<file path="src/rtl/nec_ir_tx_ext.sv">
// NEC IR transmitter: standard/extended frames, repeat codes, optional carrier; mark begins 1 clk after accept.
// Backpressure: tx_ready only in IDLE or on the final tick of the inter-frame gap; cfg_tx_en=0 aborts next clk.
module nec_ir_tx_ext #(
    parameter int TICK_DIV_W = 16,
    parameter int CAR_DIV_W  = 12,
    parameter int REP_PERIOD = 192,
    parameter int REP_MAX    = 255
) (
    input  logic                  clk,
    input  logic                  rst,
    input  logic                  cfg_tx_en,
    input  logic                  cfg_polarity,
    input  logic                  cfg_ext_addr,
    input  logic                  cfg_carrier_en,
    input  logic                  cfg_repeat_en,
    input  logic [TICK_DIV_W-1:0] cfg_tick_div,
    input  logic [CAR_DIV_W-1:0]  cfg_carrier_div,
    input  logic                  tx_valid,
    input  logic [23:0]           tx_data,
    input  logic                  tx_hold,
    output logic                  tx_ready,
    output logic                  tx_busy,
    output logic                  frame_done,
    output logic                  ir_tx
);
    typedef enum logic [2:0] {
        IDLE, LEAD_MARK, LEAD_SPACE, BIT_MARK, BIT_SPACE, STOP_MARK, REP_SPACE, GAP
    } state_t;

    localparam logic [7:0] PERIOD_LAST = 8'(REP_PERIOD - 1);
    localparam logic [7:0] REP_LIMIT   = 8'(REP_MAX);

    state_t                state;
    logic                  pol;
    logic                  car_en;
    logic [TICK_DIV_W-1:0] tick_div;
    logic [TICK_DIV_W-1:0] presc;
    logic [CAR_DIV_W-1:0]  car_div;
    logic [CAR_DIV_W-1:0]  car_cnt;
    logic [31:0]           sr;
    logic [3:0]            ph_cnt;
    logic [4:0]            bit_cnt;
    logic [7:0]            per_cnt;
    logic [7:0]            rep_cnt;
    logic                  rep_mode;

    logic                  tick;
    logic                  gap_end;
    logic                  accept;
    logic                  in_mark;
    logic                  ph_last;
    logic [3:0]            ph_len_m1;

    always_comb begin
        tick      = (presc == tick_div);
        gap_end   = (state == GAP) && (per_cnt == PERIOD_LAST) && tick;
        tx_ready  = !rst && cfg_tx_en && ((state == IDLE) || gap_end);
        accept    = tx_ready && tx_valid;
        in_mark   = (state == LEAD_MARK) || (state == BIT_MARK) || (state == STOP_MARK);
        ph_len_m1 = 4'd0;
        case (state)
            LEAD_MARK:  ph_len_m1 = 4'd15;
            LEAD_SPACE: ph_len_m1 = 4'd7;
            BIT_SPACE:  ph_len_m1 = sr[0] ? 4'd2 : 4'd0;
            REP_SPACE:  ph_len_m1 = 4'd3;
            default:    ph_len_m1 = 4'd0;
        endcase
        ph_last = tick && (state != GAP) && (state != IDLE) && (ph_cnt == ph_len_m1);
    end

    assign tx_busy = (state != IDLE);

    always_ff @(posedge clk) begin
        if (rst) begin
            state      <= IDLE;
            ir_tx      <= 1'b0;
            frame_done <= 1'b0;
            pol        <= 1'b0;
            car_en     <= 1'b0;
            tick_div   <= '0;
            car_div    <= '0;
            presc      <= '0;
            car_cnt    <= '0;
            sr         <= '0;
            ph_cnt     <= '0;
            bit_cnt    <= '0;
            per_cnt    <= '0;
            rep_cnt    <= '0;
            rep_mode   <= 1'b0;
        end else if (!cfg_tx_en) begin
            state      <= IDLE;
            ir_tx      <= ~cfg_polarity;
            frame_done <= 1'b0;
            presc      <= '0;
            car_cnt    <= '0;
            ph_cnt     <= '0;
            bit_cnt    <= '0;
            per_cnt    <= '0;
            rep_cnt    <= '0;
            rep_mode   <= 1'b0;
        end else begin
            frame_done <= 1'b0;
            if (accept) begin
                pol      <= cfg_polarity;
                car_en   <= cfg_carrier_en;
                tick_div <= cfg_tick_div;
                car_div  <= cfg_carrier_div;
                sr       <= cfg_ext_addr ? {~tx_data[7:0], tx_data[7:0], tx_data[23:16], tx_data[15:8]}
                                         : {~tx_data[7:0], tx_data[7:0], ~tx_data[15:8], tx_data[15:8]};
                rep_cnt  <= '0;
                rep_mode <= 1'b0;
                state    <= LEAD_MARK;
                presc    <= '0;
                car_cnt  <= '0;
                ph_cnt   <= '0;
                bit_cnt  <= '0;
                per_cnt  <= '0;
                ir_tx    <= cfg_polarity;
            end else if (state == IDLE) begin
                ir_tx <= ~cfg_polarity;
            end else begin
                presc <= tick ? '0 : presc + 1'b1;
                if (tick) per_cnt <= per_cnt + 1'b1;
                if (in_mark && car_en) begin
                    if (car_cnt == car_div) begin
                        car_cnt <= '0;
                        ir_tx   <= ~ir_tx;
                    end else begin
                        car_cnt <= car_cnt + 1'b1;
                    end
                end
                if (tick && state != GAP) ph_cnt <= ph_last ? 4'd0 : ph_cnt + 1'b1;
                // Phase boundaries override the carrier toggle on the same edge.
                if (ph_last) begin
                    car_cnt <= '0;
                    case (state)
                        LEAD_MARK: begin
                            state <= rep_mode ? REP_SPACE : LEAD_SPACE;
                            ir_tx <= ~pol;
                        end
                        LEAD_SPACE: begin
                            state <= BIT_MARK;
                            ir_tx <= pol;
                        end
                        BIT_MARK: begin
                            state <= BIT_SPACE;
                            ir_tx <= ~pol;
                        end
                        BIT_SPACE: begin
                            sr      <= sr >> 1;
                            bit_cnt <= bit_cnt + 1'b1;
                            state   <= (bit_cnt == 5'd31) ? STOP_MARK : BIT_MARK;
                            ir_tx   <= pol;
                        end
                        REP_SPACE: begin
                            state <= STOP_MARK;
                            ir_tx <= pol;
                        end
                        STOP_MARK: begin
                            state      <= GAP;
                            ir_tx      <= ~pol;
                            frame_done <= 1'b1;
                        end
                        default: ;
                    endcase
                end
                if (gap_end) begin
                    per_cnt <= '0;
                    ph_cnt  <= '0;
                    if (tx_hold && cfg_repeat_en && (rep_cnt < REP_LIMIT)) begin
                        rep_cnt  <= rep_cnt + 1'b1;
                        rep_mode <= 1'b1;
                        state    <= LEAD_MARK;
                        ir_tx    <= pol;
                    end else begin
                        rep_cnt  <= '0;
                        rep_mode <= 1'b0;
                        state    <= IDLE;
                        ir_tx    <= ~cfg_polarity;
                    end
                end
            end
        end
    end
endmodule

</file>
<file path="config.mk">
export PLATFORM = sky130hd
export DESIGN_NAME = nec_ir_tx_ext
export DESIGN_NICKNAME = d
export VERILOG_FILES = /design/src/rtl/nec_ir_tx_ext.sv
export SDC_FILE = /design/constraint.sdc
export NUM_CORES = 1
export LEC_CHECK = 0
export ABC_AREA = 1
export CORE_MARGIN = 4
export CORE_UTILIZATION = 55
export DETAILED_ROUTE_END_ITERATION = 12
export PLACE_DENSITY = 0.83
export SLEW_MARGIN = 20
export SYNTH_ARGS = -nofsm -noshare
export SYNTH_HDL_FRONTEND = slang
export SYNTH_SLANG_ARGS = --single-unit
</file>
<file path="constraint.sdc">
create_clock -name clk -period 2.4 [get_ports clk]
set_input_delay 0.36 -clock clk [delete_from_list [all_inputs] [get_ports clk]]
set_output_delay 0.36 -clock clk [all_outputs]
set_load 0.01 [all_outputs]
</file>
==> flow_summary.ini, run 1 <==
[run_status]
outcome = complete, no violations

[timing]
rsz0062_at_grt = true
clock_skew_ps = 5.673
drv_slew = 0
post-route-period-util_pct = 97.36
worst_slew_pin_slew_ps = 479.5
hold_violations = 0
fin_crit_ps = 2337
fmax_mhz = 428.0
fin_tns_setup_ps = 0
relSlewSlack_pct = 68.04
setup_viol_count_final = 0

[placed_design]
dpl.cell_count = 1170
dp_hpwl_um = 10080
gp_congestion = 0.8955
post_dp_cell_area_sq_mm = 0.007197
portBuffers = 64

[clock_tree]
htreeDepth = 4
cts_tree = built
cts_buffer_depth = 2
cts_hold_buf = 0
clock_latency_ps = 420
cts_sinks = 121
cts_buffers = 17
cts-root-buf = clkbuf_16
cts.clk_slew.worst_paths_ps = 50

[synth]
synth_area_leader_cell = dfxtp_1
syn_area_sq_mm = 0.006356
ys_warn_count = 0
synth_area_leaders = dfxtp_1 38%, nand2_1 17%, inv_1 7.1%, nor2_1 7.0%, o21ai_0 6.3%
ys_seq_elements = 121
syn_area_per_cell_sq_um = 6.499
yosysTopAreaCellShare_pct = 38.11
yosysSeqAreaShare_pct = 38.11
synth_cells = 978
synth_nets = 1046
synth_cell_types = 42

[routing]
routed_wl_um = 14400
via_count = 6174
drtAntennaViolNets = 0
routedWlPerCell_um = 11.93
viasPerCell = 5.115
drtIter0Drc = 367
drc = 0
drt_pass1_iterations = 5

[power]
pwr_density_cell_mw_per_mm2 = 663.9
p_sw_share_pct = 22.23
leakage_nw = 3.524
clock_power_share_pct = 51.5
ir_worst_vdd_mv = 0.6286
p_sw_mw = 1.170
pwr-share-comb_pct = 9.0
intPower_mw = 4.095
seqPwrFrac_pct = 39.5

[flow_run]
max_cap_viol_count = 0

[global_route]
grt.total_usage_pct = 22.90
grt_max_degree = 59
grt_pass1_vias = 5614
grt_pass1_wl_um = 24720
overflow = 0
antenna_found_initial = 0

[floorplanning]
pin_count = 65
fp.dieH_um = 115.5
dieArea_sq_mm = 0.01334
initial_utilization_pct = 57.38
core-area_sq_mm = 0.01108
rows = 38
die_w_um = 115.5

[cells_and_area]
fill_cells = 906
fin_area_sq_mm = 0.007930
layout.nets = 1122
drive_gt1_share_pct = 8.903
post-route-util_pct = 71.58
multi_input_area_sq_mm = 0.003313
fin_cells = 1207
diodes = 0
seq_area_sq_mm = 0.002430
area_growth_pct = 24.76

[setup_path]
critPathKind = reg2out
cp-start-kind = register
critPathArrivalTime_ps = 1980
cp_max_fo = 6
critPathRequiredTime_ps = 2040
worstSetupEndpointType = primary output

[worst_hold_path]
hp-class = reg2reg
area by class of cell:
class,instances,area share [%]
Inverter,132,6.264
Timing Repair Buffer,90,11.08
Tap cell,140,2.209
Sequential cell,121,30.64
Multi-Input combinational cell,692,41.78
Clock inverter,6,1.357
Clock buffer,26,6.674
synthesized netlist by cell type, drive strengths merged:
cell      n
xnor2     8
o31a      1
nor2    123
or2       1
a21oi    62
nand4    10
a31oi     2
nand3b    1
ha        7
clkinv    2
a22o      1
nand2   295
nor3     22
clkbuf   17
o21ai    81
o211ai    1
inv     130
a22oi     1
a211oi    2
nand3    44
dfxtp   121
xor2     17
nor3b     6
o22ai     1
and2      2
buf      16
nor4      2
a21boi    2
metal layers:
layer	global-route usage, %	part of all wire (%)	up-vias
li1	-	-	3222
met1	30.11	46	2790
met2	36.50	46	142
met3	6.945	6.3	20
met4	6.651	1.3	0
met5	0	0	-
cell families (layout without fill, tap and decap cells):
logic type               Yosys count  count (layout)  synth area share [%]
AND/OR/NAND/NOR                  506             506                 34.04
buffers and inverters            165             254                 10.49
AO/OA/AOI/OAI                    154             154                 12.54
flip-flops                       121             121                 38.11
XOR/XNOR                          25              25                 3.445
adder cells (fa/ha/maj)            7               7                 1.378
critical path, stage by stage, from the launching register on:
cell,delay [ps]
dfxtp_1,450
nand2_2,110
inv_2,70
nand2_4,80
nor3_4,250
nand3_4,110
nand2_4,90
inv_1,60
nor2_2,110
clkdlybuf4s15_2,230
registers in the layout, indices dropped and copies added (netlist names):
name        flops
pol             1
car_cnt        12
ph_cnt          4
per_cnt         8
frame_done      1
ir_tx           1
state           3
sr             32
car_div        12
rep_mode        1
bit_cnt         5
car_en          1
rep_cnt         8
presc          16
tick_div       16
power groups by stage:
stage          clock network (mW)  registers (mW)  logic [mW]
2_1_floorplan                   0            2.12       0.268
4_1_cts                      2.74            2.08       0.455
6_report                     2.71            2.08       0.472
3_3_place_gp                    0            2.12       0.440
3_5_place_dp                    0            2.12       0.447
5_1_grt                      2.84            2.09       0.532
worst paths after layout:
| path | startpoint | to | slack, ps | depth (start not counted) |
|---|---|---|---|---|
| setup / recovery | state[0]$_SDFFE_PP0P_ | tx_ready | 60 | 9 |
| hold / removal | bit_cnt[4]$_SDFFE_PP0P_ | bit_cnt[4]$_SDFFE_PP0P_ | 470 | 2 |
| setup reg to reg | presc[12]$_SDFFE_PP0P_ | per_cnt[7]$_SDFFE_PP0P_ | 180 | 14 |
| hold reg to reg | bit_cnt[4]$_SDFFE_PP0P_ | bit_cnt[4]$_SDFFE_PP0P_ | 470 | 2 |
layout by cell type, fill, tap and decap left out, drive strengths merged, types with 22 or more instances in the layout:
cell           synthesis  layout
a21oi                 62      62
o21ai                 81      81
inv                  130     130
clkdlybuf4s50          0      63
buf                   16      26
nand3                 44      44
clkbuf                17      26
nor2                 123     123
nor3                  22      22
nand2                295     295
dfxtp                121     121
per-stage QoR:
| stage | hold slack (ps) | setup slack, ps | power, mW |
|---|---|---|---|
| global route | 488.3 | -47.28 | 5.461 |
| detailed placement | 452.3 | 102.8 | 2.569 |
| finish | 465.9 | 63.47 | 5.265 |
| floorplan | 419.2 | 429.9 | 2.385 |
| CTS | 466.3 | 5.320 | 5.276 |
| global placement | 446.7 | 140.9 | 2.562 |
repair_timing:
item                                    CTS  global route
buffers inserted                          0             5
gates resized for setup                   5            16
endpoints found under the setup margin    1            32
pin swaps                                 0             4
Power figures use the tool's default switching activity.
==> inputs of run 2 (changes only) <==
GPL_ROUTABILITY_DRIVEN = 1   (was default)
SETUP_SLACK_MARGIN = 0.2   (was default)
clock period = 2.5 ns   (was 2.4 ns; I/O delays follow)
==> flow_summary.ini, run 2 (same netlist as run 1, synthesis figures left out) <==
[power]
leakage_nw = 3.493
ir_worst_vdd_mv = 0.5661
seqPwrFrac_pct = 39.1
finalPower_mw = 5.090
p_sw_mw = 1.153
intPower_mw = 3.937
pwr_density_cell_mw_per_mm2 = 640.0
p_sw_share_pct = 22.66
clock_power_share_pct = 52.0
pwr-share-comb_pct = 8.8

[placed_design]
dp_hpwl_um = 9995
portBuffers = 64
gp_congestion = 0.8747

[setup_path]
critPathArrivalTime_ps = 1860
cp_num_cells = 9
worstSetupEndpointType = primary output
cpPeakStageDelay_ps = 340
critPathRequiredTime_ps = 2120
cp_slowest_cell = dfxtp_2
worstRegToRegCells = 11
crit_chain = nand2_1 > inv_1 > nand4_1 > nor3_4 > nand3_2 > nand2_4 > inv_2 > nor2_4 > buf_6
critPathTopFamily = simple AND/OR/NAND/NOR gates
critPathKind = reg2out
cp_num_buf_inv = 3
cp-start-kind = register
cp_max_fo = 4

[global_route]
grt_pass1_vias = 5587
use_met3_pct = 5.640
overflow = 0
met2_usage_pct = 36.15
grt.total_usage_pct = 22.93
grt_max_degree = 55
met1_usage_pct = 30.78
grt_pass1_wl_um = 24760
antenna_found_initial = 0
busiest_layer = met2

[routing]
viasPerCell = 5.146
drt_pass1_iterations = 5
drc = 0
drtAntennaViolNets = 0
routedWlPerCell_um = 12.40
drtIter0Drc = 369
via_count = 6186
routed_wl_um = 14910

[timing]
fin_crit_ps = 2233
relSlewSlack_pct = 68.86
clock_skew_ps = 6.288
worst_slew_pin_slew_ps = 467.1
fin_tns_setup_ps = 0
setup_viol_count_final = 0
fmax_mhz = 447.9
rsz0062_at_grt = true
post-route-period-util_pct = 89.31
hold_violations = 0
drv_slew = 0

[clock_tree]
clock_latency_ps = 410
cts_tree = built
cts_buffers = 17
cts_buffer_depth = 2
htreeDepth = 4
cts-root-buf = clkbuf_16
cts_sinks = 121
cts.clk_slew.worst_paths_ps = 60

[cells_and_area]
seq_area_sq_mm = 0.002461
drive_gt1_share_pct = 10.92
largestRegisters = sr: 32 flops, presc: 16 flops, tick_div: 16 flops
final_common_cell = nand2_1
most-common-layout-cells = 281 x nand2_1, 117 x inv_1, 116 x nor2_1, 100 x dfxtp_1, 80 x o21ai_0
diodes = 0
largest_reg_flops = 32
area_growth_pct = 25.14
layout.nets = 1117
fill_cells = 890
multi_input_area_sq_mm = 0.003373
regMostFlops = sr

[floorplanning]
core-area_sq_mm = 0.01108
initial_utilization_pct = 57.38
dieArea_sq_mm = 0.01334
pin_count = 65
rows = 38
die_w_um = 115.5
fp.dieH_um = 115.5

[run_status]
outcome = complete, no violations

[worst_hold_path]
min_path_cells = 2
hp-class = reg2reg

[flow_run]
max_cap_viol_count = 0
[run 2: cell count changes in the layout (fill, tap and decap cells not counted), sizes merged]
cell / change
clkdlybuf4s15: -1
bufinv: +1
nand2: +2
buf: -6
clkinvlp: +1
clkinv: +3
clkbuf: -5
[run 2: path summary, 6_finish.rpt]
check / start / to / slack, ps
setup / recovery: per_cnt[3]$_SDFFE_PP0P_ / tx_ready / 270
hold / removal: tick_div[5]$_SDFFE_PP0P_ / tick_div[5]$_SDFFE_PP0P_ / 470
setup reg to reg: per_cnt[3]$_SDFFE_PP0P_ / presc[13]$_SDFFE_PP0P_ / 300
hold reg to reg: tick_div[5]$_SDFFE_PP0P_ / tick_div[5]$_SDFFE_PP0P_ / 470
[run 2: worst reg2reg max path: stages (launching register included)]
cell and delay [ps]:
dfxtp_2 340, nand2_1 70, inv_1 100, nand4_1 160
nor3_4 240, nand3_2 140, nand2_4 120, nand3_4 160
nand2_2 220, inv_2 140, nand2_2 280, nor3_1 110
[run 2: timing repair]
item | 4_1_cts | 5_1_grt
gates cloned | 0 | 2
hold buffers | 0 | 0
pin swaps | 0 | 16
buffers inserted | 0 | 5
setup endpoints to repair | 48 | 60
resized for setup | 10 | 44
[run 2: layout make-up]
type | count | share of cell area, %
well taps | 140 | 2.202
repair buffers | 83 | 10.02
flip-flops and latches | 121 | 30.94
multi-input cells | 694 | 42.41
inverters | 132 | 6.277
clock inverters | 11 | 2.108
clock buffers | 21 | 6.041
[run 2: power by group through the flow]
stage                     sequential, mW  clock, mW  combinational [mW]
after detailed placement            2.04          0               0.423
after floorplan                     2.03          0               0.257
after global routing                2.00       2.76               0.507
after CTS                           2.00       2.68               0.433
after global placement              2.04          0               0.417
final                               1.99       2.65               0.450
[run 2: per-stage QoR]
stage	instances	cell area (sq um)	worst slack [ps]	hold WS [ps]	util, %
5_1_grt	1202	7954	173.0	475.0	71.80
2_1_floorplan	978	6356	529.9	419.2	-
3_3_place_gp	1163	7119	96.39	447.1	64.26
6_report	1202	7954	267.2	465.3	71.80
4_1_cts	1195	7791	108.9	465.6	70.33
3_5_place_dp	1163	7119	50.79	459.0	64.26
[run 2: layer usage]
metal	share of wire (%)	wire, um	vias to the layer above
met3	6.7	1006	26
met2	46	6795	193
met5	0	0	-
met4	1.7	258	0
met1	46	6845	2740
li1	-	-	3227
